$ cat config.mk
export PLATFORM = sky130hd
export DESIGN_NAME = ppcpu_mem_arbiter
export DESIGN_NICKNAME = d
export VERILOG_FILES = /design/src/rtl/ppcpu_mem_arbiter.sv
export SDC_FILE = /design/constraint.sdc
export NUM_CORES = 1
export LEC_CHECK = 0
export ABC_CLOCK_PERIOD_IN_PS = 3360
export CAP_MARGIN = 40
export CORE_UTILIZATION = 44
export DETAILED_ROUTE_END_ITERATION = 6
export PLACE_DENSITY = 0.85
export SLEW_MARGIN = 5
export SYNTH_ARGS = -nofsm -noshare
export SYNTH_HDL_FRONTEND = slang
export SYNTH_SLANG_ARGS = --single-unit
$ cat constraint.sdc
create_clock -name Clk -period 3.36 [get_ports Clk]
set_input_delay 0.336 -clock Clk [delete_from_list [all_inputs] [get_ports Clk]]
set_output_delay 0.336 -clock Clk [all_outputs]
set_load 0.02 [all_outputs]
$ cat src/rtl/ppcpu_mem_arbiter.sv
// Shares one unified memory between IF fetches and MEM loads/stores; ARB_RR_EN selects round-robin over fixed D-over-I priority.
// Latency: Done pulses LAT+1 cycles after a Req is sampled in IDLE; one access per LAT+2 cycles.
// Backpressure: a pending Req is held until its Done, and Stall stays high meanwhile.
module ppcpu_mem_arbiter #(
  parameter int AW  = 32,
  parameter int DW  = 32,
  parameter int LAT = 2
) (
  input  logic          Clk,
  input  logic          Clrn,
  input  logic          I_Req,
  input  logic [AW-1:0] I_Addr,
  output logic [DW-1:0] I_Rdata,
  output logic          I_Done,
  input  logic          D_Req,
  input  logic          D_We,
  input  logic [AW-1:0] D_Addr,
  input  logic [DW-1:0] D_Wdata,
  output logic [DW-1:0] D_Rdata,
  output logic          D_Done,
  output logic          Mem_En,
  output logic          Mem_We,
  output logic [AW-1:0] Mem_Addr,
  output logic [DW-1:0] Mem_Wdata,
  input  logic [DW-1:0] Mem_Rdata,
  output logic          Stall,
  output logic          Busy
);

  typedef enum logic [1:0] {IDLE, ACC, RESP} state_t;

  localparam logic [3:0] CNT_INIT = 4'(LAT - 1);

  state_t     state;
  logic [3:0] cnt;
  logic       gnt_d;
  logic       pick_d;

`ifdef ARB_RR_EN
  // last_d = 1 when D won the previous grant; cleared means I was last.
  logic last_d;

  always_comb pick_d = D_Req & (~I_Req | ~last_d);

  always_ff @(posedge Clk or negedge Clrn) begin
    if (!Clrn) begin
      last_d <= 1'b0;
    end else if (state == IDLE && (I_Req || D_Req)) begin
      last_d <= pick_d;
    end
  end
`else
  always_comb pick_d = D_Req;
`endif

  always_ff @(posedge Clk or negedge Clrn) begin
    if (!Clrn) begin
      state     <= IDLE;
      cnt       <= '0;
      gnt_d     <= 1'b0;
      Mem_En    <= 1'b0;
      Mem_We    <= 1'b0;
      Mem_Addr  <= '0;
      Mem_Wdata <= '0;
      I_Rdata   <= '0;
      D_Rdata   <= '0;
      I_Done    <= 1'b0;
      D_Done    <= 1'b0;
    end else begin
      I_Done <= 1'b0;
      D_Done <= 1'b0;
      case (state)
        IDLE: begin
          if (I_Req || D_Req) begin
            gnt_d     <= pick_d;
            Mem_En    <= 1'b1;
            Mem_We    <= pick_d & D_We;
            Mem_Addr  <= pick_d ? D_Addr : I_Addr;
            Mem_Wdata <= pick_d ? D_Wdata : '0;
            cnt       <= CNT_INIT;
            state     <= ACC;
          end
        end
        ACC: begin
          if (cnt == 4'd0) begin
            Mem_En <= 1'b0;
            Mem_We <= 1'b0;
            // Mem_Rdata is only valid now, in the last cycle of the window.
            if (gnt_d) begin
              D_Done <= 1'b1;
              if (!Mem_We) D_Rdata <= Mem_Rdata;
            end else begin
              I_Done  <= 1'b1;
              I_Rdata <= Mem_Rdata;
            end
            state <= RESP;
          end else begin
            cnt <= cnt - 4'd1;
          end
        end
        RESP:    state <= IDLE;
        default: state <= IDLE;
      endcase
    end
  end

  assign Busy  = (state != IDLE);
  assign Stall = (I_Req & ~I_Done) | (D_Req & ~D_Done);

endmodule

* Word level (Yosys, flattened, before mapping)
Cells that the tools add are included.
** Word-level totals
- Register bits :: 139
- Input bits :: 133
- Output and inout bits :: 134
- Word-level logic and storage cells :: 54
** Operators by class
- Add/subtract/negate cells :: 1
- Equality and inequality tests :: 4
- Mux-type cells :: 19
- Bitwise gates (word level) :: 8
- Reduce and logical (&&, ||, !) cells :: 11
** Operators by type and width (count)
- 32-bit 2-to-1 mux :: 2
- 1-bit 2-to-1 mux :: 9
- 3-bit AND reduction :: 3
- 4-bit 2-to-1 mux :: 2
- 4-bit case mux with 2 select lines :: 1
- 2-bit inequality test, second input constant :: 3
- 4-bit logical NOT :: 1
- 2-bit 2-to-1 mux :: 2
- 1-bit inverter :: 4
- 1-bit case mux with 2 select lines :: 2
- 2-bit case mux with 2 select lines :: 1
- 2-bit AND reduction :: 2
- 4-bit AND reduction :: 1
- 2-bit nonzero test :: 2
- 4-bit by 1-bit subtractor with 4-bit output, second input constant :: 1
- 1-bit bitwise AND :: 3
- 2-bit by 1-bit equality test with 1-bit output, second input constant :: 1
- 2-bit logical NOT :: 1
- 1-bit logical OR :: 1
- 1-bit bitwise OR :: 1

* Depth between registers and ports, before layout
- Word-level depth :: 3
- Depth in mapped cells :: 6
- Mapped depth without buffers :: 5

* Least setup slack after synthesis
Ideal clock, no wire load.
- Kind :: reg2reg
- Start point :: register cnt[0]
- End point :: register D_Rdata[0]
- Library setup time :: 125 ps
- Data arrival time :: 1675 ps
- Setup slack :: 1560 ps
- Stages on the path, launching flop included :: 7
- Path through :: dfrtp_1 -> inv_1 -> ha_1 -> nor3b_4 -> nand4b_4 -> buf_6 -> mux2_4
** Between the ends
- Word-level cells in the longest chain between the ends :: 2
** Ends and longest elaborated chain
- start, declared :: RTL line 35 : logic [3:0] cnt;
- start signal, assigned :: RTL line 98 : cnt <= cnt - 4'd1;
- 4-bit logical NOT :: RTL line 85 : if (cnt == 4'd0) begin
- 4-bit AND reduction (no source line)
- end signal, assigned :: RTL line 91 : if (!Mem_We) D_Rdata <= Mem_Rdata;
- end, declared :: RTL line 19 : output logic [DW-1:0] D_Rdata,
Every way passes these cells.
A chain may end at the register's enable or synchronous reset.

* Worst setup path in the final report
- Start point :: register cnt[0]
- End point :: register I_Rdata[6]
** Between the ends
- Word-level cells in the longest chain between the ends :: 2
** Ends and longest elaborated chain
- 4-bit logical NOT :: RTL line 85
- 3-bit AND reduction (no source line)
- end signal, assigned :: RTL line 94 : I_Rdata <= Mem_Rdata;
- end, declared :: RTL line 13 : output logic [DW-1:0] I_Rdata,
Every way passes these cells.

==> summary.md <==
| Metric | Value |
|---|---|
| Status | `completed` |
| CTS tree | `done` |
| WP buf/inv | `1` |
| Clk sink count | `~140` |
| Skew-Pair Late Insertion Delay | `around 0.4 ns` |
| Largest net degree at the start of global routing | `85` |
| VDD IR max | `535 µV` |
| Endpoint class of the critical path | `flop` |
| Dpl ws | `1.13 ns` |
| Cells after synthesis | `396` |
| Number of flops mapped to enable cells by yosys | `0` |
| Number of global-route vias before repair | `4595` |
| Syn Std Cell Area | `5680 µm²` |
| Arr. time, crit path | `2.54 ns` |
| Crit path max-delay cell type | `mux2_1` |
| Post-route setup TNS | `0 ns` |
| Crit-path leading delay family | `simple AND/OR/NAND/NOR gates` |
| Net Count, Synth | `about 530` |
| First-pass GRT wire length | `23600 µm` |
| Final-report setup violation count | `0` |
| Area contributors post-synth | `dfrtp_1, mux2_4, mux2_2, mux2i_1, o21ai_0` |
| Startpoint types | `flop` |
| Min Tclk post-route | `2.26 ns` |
| Chip width | `116 µm` |
| Final worst slack | `1.10 ns` |
| Power Total | `roughly 9300 µW` |
| CTS clk-pin slew, worst paths | `0.06 ns` |
| DR WL/cell | `17.9 µm` |
| FFs w/ async S/R, synth | `100%` |
| Post-CTS sizing | `0` |
| Yosys top cell area share | `between 60% and 70%` |
| Post-DP HPWL | `10700 µm` |
| Via count | `4374` |
| Routed WL | `15200 µm` |
| Area of the multi-input gates | `2040 µm²` |
| Worst Skew | `0.0106 ns` |
| Worst slew pin tran | `0.761 ns` |
| Max Cap Viol | `0` |
| PwrDens | `a little over 1000 nW/µm²` |
| Worst path cell trace | `inv_1 -> ha_1 -> nor3b_4 -> nand3b_4 -> mux2_1` |
| DR pass1 iterations | `4` |
| Synthesized flop and latch total | `139` |
| Deepest clock path buffer count | `2` |
| Die Span Y | `roughly 120 µm` |
| Fmax | `443 MHz` |
| RePlAce Congestion | `0.736` |
| H-Tree Depth | `4` |
| Fin. max-slew vios | `0` |
| Prevailing post-synth register cell | `dfrtp_1` |
| Antenna Nets Post-Route | `0` |
| Final Hold Vio Count | `0` |
| DR iter-0 viols | `202` |
| Hold Path Class | `reg2reg` |
| CP Class | `reg2reg` |
| Leak | `between 0.004 and 0.005 µW` |
| Mapped Avg Cell Area | `14.3 µm²` |
| Layout cells sized above 1 | `17.0%` |
| N_diodes | `0` |
| Post-synth top cells | `dfrtp_1, o21ai_0, a22o_1, mux2_2, mux2i_1` |
| Crit Path Max Fanout | `33` |
| Num rows | `41` |
| Critical path required time | `3.65 ns` |
| Final Cycle Share | `67.2%` |
| Synthesis-to-finish area growth | `60.4%` |
| RSZ-0062 raised after global routing | `no` |
| Overflow after GRT | `0` |
| Synth unique cells | `36` |
| Syn. warnings | `0` |
| Cell taking the most area after synthesis | `dfrtp_1` |
| Die area | `between 10000 and 15000 µm²` |
| Fillers | `869` |
| Initial antenna violation count | `0` |
| Total Routing Usage GR | `23.4%` |
| Initial Util | `45.0%` |
| Post-synthesis sequential area ratio | `61.2%` |
| Core area | `12600 µm²` |
| Via density | `5.15` |
| CTS Buf Count | `17` |
| Max_slew headroom | `approximately half` |
| Layout Nets | `799` |
| IO Port Bufs | `approximately 270` |
| Cell with the most instances after synthesis | `dfrtp_1` |
| Register area | `approximately 3500 µm²` |
| Root buffer cell | `clkbuf_16` |
| # DRC | `0` |
| Slowest stage delay, CP | `between 0.4 and 0.5 ns` |
| Ports | `267` |
-- metrics by stage --
step	cell area [µm²]	std cells	hold slack, ns	util (%)
2_1_floorplan	5680	396	0.0404	-
3_3_place_gp	8490	816	0.426	67.3
3_5_place_dp	8490	816	0.431	67.3
4_1_cts	9110	849	0.498	72.2
5_1_grt	9110	849	0.507	72.2
6_report	9110	849	0.497	72.2
-- per-layer routing --
layer | vias to the layer above | share of wire, % | GRT usage [%]
met5 | - | 0 | 0
met4 | 0 | 1.8 | 10.0
met3 | 24 | 8.1 | 7.64
met2 | 199 | 52 | 41.1
met1 | 2162 | 38 | 26.1
li1 | 1989 | - | -
-- sequential cells by signal (all words and copies together), names as in the netlist --
register and flops:
D_Done 1, Mem_Addr 32, Mem_We 1, state 2
D_Rdata 32, I_Rdata 32, cnt 4, Mem_Wdata 32
Mem_En 1, I_Done 1, gnt_d 1
-- power breakdown --
group          switching, µW  internal, µW  total, µW
Clock                    745          1180       1920
Combinational           2140          2300       4440
Sequential               472          2480       2950
-- layout make-up --
cell class / count / area share (%)
Clock buffer: 17 / 4.67
Tap cell: 172 / 2.36
Clock inverter: 15 / 2.05
Timing Repair Buffer: 275 / 30.1
Sequential cell: 139 / 38.2
Multi-Input combinational cell: 224 / 22.4
Inverter: 7 / 0.288
-- kinds of logic (layout without fill, tap and decap cells) --
kind of cell,after synthesis,after routing,synth area share (%)
DFF,139,139,61.2
and+or+nand+nor,18,18,2.64
adders and majority gates,2,2,0.441
muxes,96,96,20.3
buffers and inverters,33,314,3.15
AOI/OAI and AO/OA,108,108,12.2
-- worst reg2reg max path: stages (launching register included) --
cell and delay [ns]:
dfrtp_1 0.40, inv_1 0.11, ha_1 0.20, nor3b_4 0.45, nand3b_4 0.47, mux2_1 0.50
-- final timing paths --
kind | from | end | slack [ns] | depth (start not counted)
max in group asynchronous | Clrn | Mem_Addr[25]$_DFFE_PN0P_ | 2.03 | 3
min | Mem_En$_DFFE_PN0P_ | Mem_En$_DFFE_PN0P_ | 0.50 | 1
max | cnt[0]$_DFFE_PN0P_ | I_Rdata[6]$_DFFE_PN0P_ | 1.10 | 5
min reg2reg | Mem_En$_DFFE_PN0P_ | Mem_En$_DFFE_PN0P_ | 0.50 | 1
min in group asynchronous | Clrn | D_Rdata[3]$_DFFE_PN0P_ | 0.54 | 2
max reg2reg | cnt[0]$_DFFE_PN0P_ | I_Rdata[6]$_DFFE_PN0P_ | 1.10 | 5
-- placed cells by master, fill, tap and decap left out, types with 5 or more instances in the layout --
cell type / count
o21ai_0: 60
inv_1: 6
a22o_1: 32
dfrtp_1: 139
mux2_4: 30
clkdlybuf4s50_1: 264
buf_4: 7
mux2_2: 32
mux2i_1: 32
inv_6: 5
clkbuf_16: 17
-- timing repair --
item | 4_1_cts | 5_1_grt
setup endpoints to repair | 0 | 0
endpoints found under the hold margin | 24 | 0
buffers inserted | 0 | 0
hold buffers | 1 | 0
(Power assumes the default switching activity.)
==> patch 1 (config.mk and constraints unchanged) <==
`DW`: 32 -> 64.
--- a/src/rtl/ppcpu_mem_arbiter.sv
+++ b/src/rtl/ppcpu_mem_arbiter.sv
@@ -4,5 +4,5 @@
 module ppcpu_mem_arbiter #(
   parameter int AW  = 32,
-  parameter int DW  = 32,
+  parameter int DW  = 64,
   parameter int LAT = 2
 ) (
Ports: changed (5 resized); port bits go from 267 to 427. The function was not compared with the original's and may differ.
==> patch 1 against the unedited design <==
  * Via count is 57% higher
  * Sequential cell count is 96 higher
  * Power is 65% higher
  * Sequential share of layout area is 2.1 points higher
  * Cell area is 60% higher
  * Wire length is 85% higher
  * Synthesized area is 63% higher
  * Setup slack worse by 270 ps
  * Largest power group unchanged
  * Highest routed layer unchanged
==> patch 1: results (changes against the unedited design) <==
stage,metric,value,unit,change
synth,synthMuxAreaShare,21.4,%,+1.1 points
cts,insertion_delay,510,ps,+100 ps
cts,cts_made_buffers,24,,+7
power,finalPower,15.3,mW,+65%
cells_and_area,multi_input_gates,321,,+43%
cells_and_area,seq_cell_count,235,,+69%
grt,grtUsageTotal,25.7,%,+2.3 points
synth,ys_types,33,,-8.3%
synth,ys_top_cells_by_area,"dfrtp_1, mux2_4, mux2_2, a22o_1, mux2i_1",,
cells_and_area,buffer_area_share,30.2,%,+0.067 points
detailed_routing,drt-vias-per-instance,5.22,,+1.2%
min_path,hp-class,in2reg,,
detailed_routing,wl_per_cell,21.4,µm,+19%
placement,place_congestion,0.833,,+13%
critical_path,worst-path-max-fanout,37,,+12%
timing,fin_skew,17.6,ps,+6.99 ps
cells_and_area,num-nonclk-inverters,8,,+1
power,irDropWorstVdd,517,µV,-3.5%
synth,synth_compound_area_share,10.4,%,-1.8 points
detailed_routing,drt_first_pass_iters,5,,+1
synth,synth_cells,605,,+53%
grt,first_global_vias,7151,,+56%
synth,yosysWarnings,0,,unchanged
synth,synth_common_cells,"dfrtp_1, mux2_2, a22o_1",,
power,p_seq,5.00,mW,+69%
power,p_sw,5.54,mW,+65%
cells_and_area,syn2layout_area_growth,57.6,%,
cells_and_area,multi_input_area_share,21.4,%,-1.0 points
cells_and_area,fin_cells,1314,,+55%
cts,hold_buffers,1,,unchanged
cells_and_area,buffers,436,,+59%
cells_and_area,clock_area_share,5.70,%,-1.0 points
cells_and_area,drive_gt1_share,17.8,%,+0.83 points
detailed_routing,drt_iter0_drc,271,,+34%
synth,synth_fa_ha_area_share,0.270,%,-0.17 points
placement,placed_area,0.0138,mm²,+62%
cts,cts_buffer_depth,3,,+1
cells_and_area,sh_seq_area,40.3,%,+2.1 points
run_status,outcome,"finished, final reports clean",,
cells_and_area,fill_cells,1375,,+58%
synth,ys_seq_area_share,63.5,%,+2.2 points
power,power.share.clock,17.9,%,-2.8 points
critical_path,cpMaxStageDelayCell,clkdlybuf4s50_1,,
cts,h-tree-depth,1,,-3
grt,grt_max_degree,104,,+22%
placement,pre_cts_slack,1150,ps,+16.5 ps
placement,io_buffers,426,,+60%
die,core_area,0.0204,mm²,+62%
detailed_routing,routed-wl-met2,14700,µm,+85%
cells_and_area,layout.nets,1225,,+53%
power,cellLeakagePower,6.46,nW,+60%
cells_and_area,n_clock_buffer,36,,+19
placement,hpwl,19800,µm,+84%
synth,syn_nets,804,,+51%
timing,worstMarginPinSlew,776,ps,+15.1 ps
detailed_routing,wirelength_met1,9980,µm,+73%
-- patch 1: path summary, 6_finish.rpt --
| kind | end | startpoint | slack, ps | depth (start not counted) |
|---|---|---|---|---|
| worst max-delay path | Busy | state[0] | 830 | 3 |
| worst min-delay path | Mem_Addr[0] | D_Req | 380 | 3 |
| worst max register to register | Mem_Wdata[54] | state[0] | 1120 | 5 |
| worst min register to register | Mem_En | Mem_En | 480 | 1 |
| max in group asynchronous | Mem_Addr[12] | Clrn | 1820 | 3 |
| min in group asynchronous | I_Rdata[11] | Clrn | 530 | 2 |
-- patch 1: routing by layer --
metal	vias up	global-route usage, %
met5	-	0
met4	0	9.64
met3	65	7.36
met1	3406	28.5
met2	339	46.3
li1	3044	-
-- patch 1: cells by family after synthesis --
logic type	after synthesis
adder cells (fa/ha/maj)	2
flip-flops	235
multiplexers	160
AO/OA/AOI/OAI	141
AND/OR/NAND/NOR	18
buffers and inverters	49
==> patch 2 (same settings) <==
Made on the original files. Build with the macro `ARB_RR_EN` defined.
--- a/src/rtl/ppcpu_mem_arbiter.sv
+++ b/src/rtl/ppcpu_mem_arbiter.sv
@@ -2,4 +2,6 @@
 // Latency: Done pulses LAT+1 cycles after a Req is sampled in IDLE; one access per LAT+2 cycles.
 // Backpressure: a pending Req is held until its Done, and Stall stays high meanwhile.
+`define ARB_RR_EN
+
 module ppcpu_mem_arbiter #(
   parameter int AW  = 32,
Formal check against the unedited RTL: not equivalent (Yosys sat finds a counterexample within 10 cycles, from zero or initial values).
==> patch 2 against the unedited design <==
  * Synthesized cell count increased by 11%
  * Critical path depth up 1
  * Sequential cell count unchanged
  * Power is 1.9% higher
  * Synthesized area down 0.44%
  * Wire length grew 2.2%
  * Cell area grew 0.38%
  * Utilization is 0.57 points higher
  * Count of clock-buffer cells in the layout rose by 3
  * Setup slack worse by 310 ps
  * Sequential share of layout area decreased by 0.15 points
==> patch 2: results (changes against the unedited design) <==
stage,metric,value,unit,change
die,die_width,115,µm,-0.22%
detailed_routing,drt_iter0_drc,255,,+26%
critical_path,critPathMaxStageDelay,770,ps,+290 ps
detailed_routing,drt-vias-per-instance,5.11,,-0.85%
critical_path,r2r_setup_slack,790,ps,-310 ps
cells_and_area,final_core_util,72.8,%,+0.57 points
power,comb_cell_power,4.49,mW,+1%
power,power.internal,6.15,mW,+3.2%
timing,relSlewSlack,46.1,%,-3.2 points
cells_and_area,buffers,277,,+0.73%
cells_and_area,fill_cells,865,,-0.46%
cells_and_area,multi_input_gates,261,,+17%
power,power.share.clock,21.5,%,+0.8 points
grt,grt_pass1_wl,24000,µm,+1.7%
synth,ys_types,38,,+5.6%
cells_and_area,drive_gt1_share,16.2,%,-0.81 points
synth,syn_nets,574,,+8.1%
critical_path,cpMaxStageDelayCell,or3_2,,
min_path,hp-class,in2async,,
power,cellLeakagePower,4.01,nW,-0.65%
cells_and_area,n_clock_buffer,20,,+3
placement,dpl.cell_count,856,,+4.9%
detailed_routing,num_vias,4541,,+3.8%
synth,ys_seq_area_share,61.5,%,+0.27 points
power,p_clk,2.04,mW,+6%
run_status,outcome,"finished, final reports clean",,
cells_and_area,layout.nets,839,,+5.0%
grt,grt_max_degree,75,,-12%
grt,first_global_vias,4590,,-0.11%
timing,fin_hold_ws,431,ps,-65.7 ps
cts,cts_post_setup_buffers_inserted,0,,unchanged
power,irDropWorstVdd,475,µV,-11%
critical_path,arrival,2860,ps,+320 ps
placement,place_congestion,0.775,,+5.4%
placement,pre_cts_slack,803,ps,-328 ps
cells_and_area,buffer_area_share,30.5,%,+0.40 points
critical_path,worst-path-max-fanout,17,,-48%
synth,ys_top_cells_by_area,"dfrtp_1, mux2_4, mux2_2, a22o_1, nand2_1",,
placement,placed_area,0.00849,mm²,about the same
synth,synth_common_cells,"dfrtp_1, nand2_1, a21oi_1, mux2_2",,
cells_and_area,clock_area_share,7.11,%,+0.40 points
cells_and_area,multi_input_area,0.00198,mm²,-2.7%
critical_path,worstRegToRegCells,6,,+1
critical_path,timing.rr.end,I_Rdata[14],,
grt,grtUsageTotal,24.1,%,+0.70 points
detailed_routing,routed_wl,15600,µm,+2.2%
placement,hpwl,11000,µm,+2.3%
synth,yosysTopAreaCellShare,61.5,%,+0.27 points
synth,yosysWarnings,0,,unchanged
[patch 2: kinds of logic (layout without fill, tap and decap cells)]
kind of cell / Yosys count / in the layout / synth area share (%)
AO/OA/AOI/OAI: 109 / 109 / 13.0
adder cells (fa/ha/maj): 2 / 2 / 0.443
buffers and inverters: 39 / 317 / 3.65
flip-flops: 139 / 139 / 61.5
multiplexers: 64 / 64 / 14.7
AND/OR/NAND/NOR: 86 / 86 / 6.68
[patch 2: worst reg2reg max path: stages, from the launching register on]
cell,delay [ps]
dfrtp_1,390
inv_1,100
ha_1,200
or3b_1,380
or3_2,770
buf_16,280
mux2_4,320
[patch 2: metal layers]
layer  vias up  routed length (µm)  share of wire (%)  track usage (%)
met5         -                   0                  0                0
met4         0                 303                1.9             10.9
met3        22                1040                6.7             6.59
met2       198                7990                 51             40.3
met1      2219                6230                 40             29.1
li1       2102                   -                  -                -
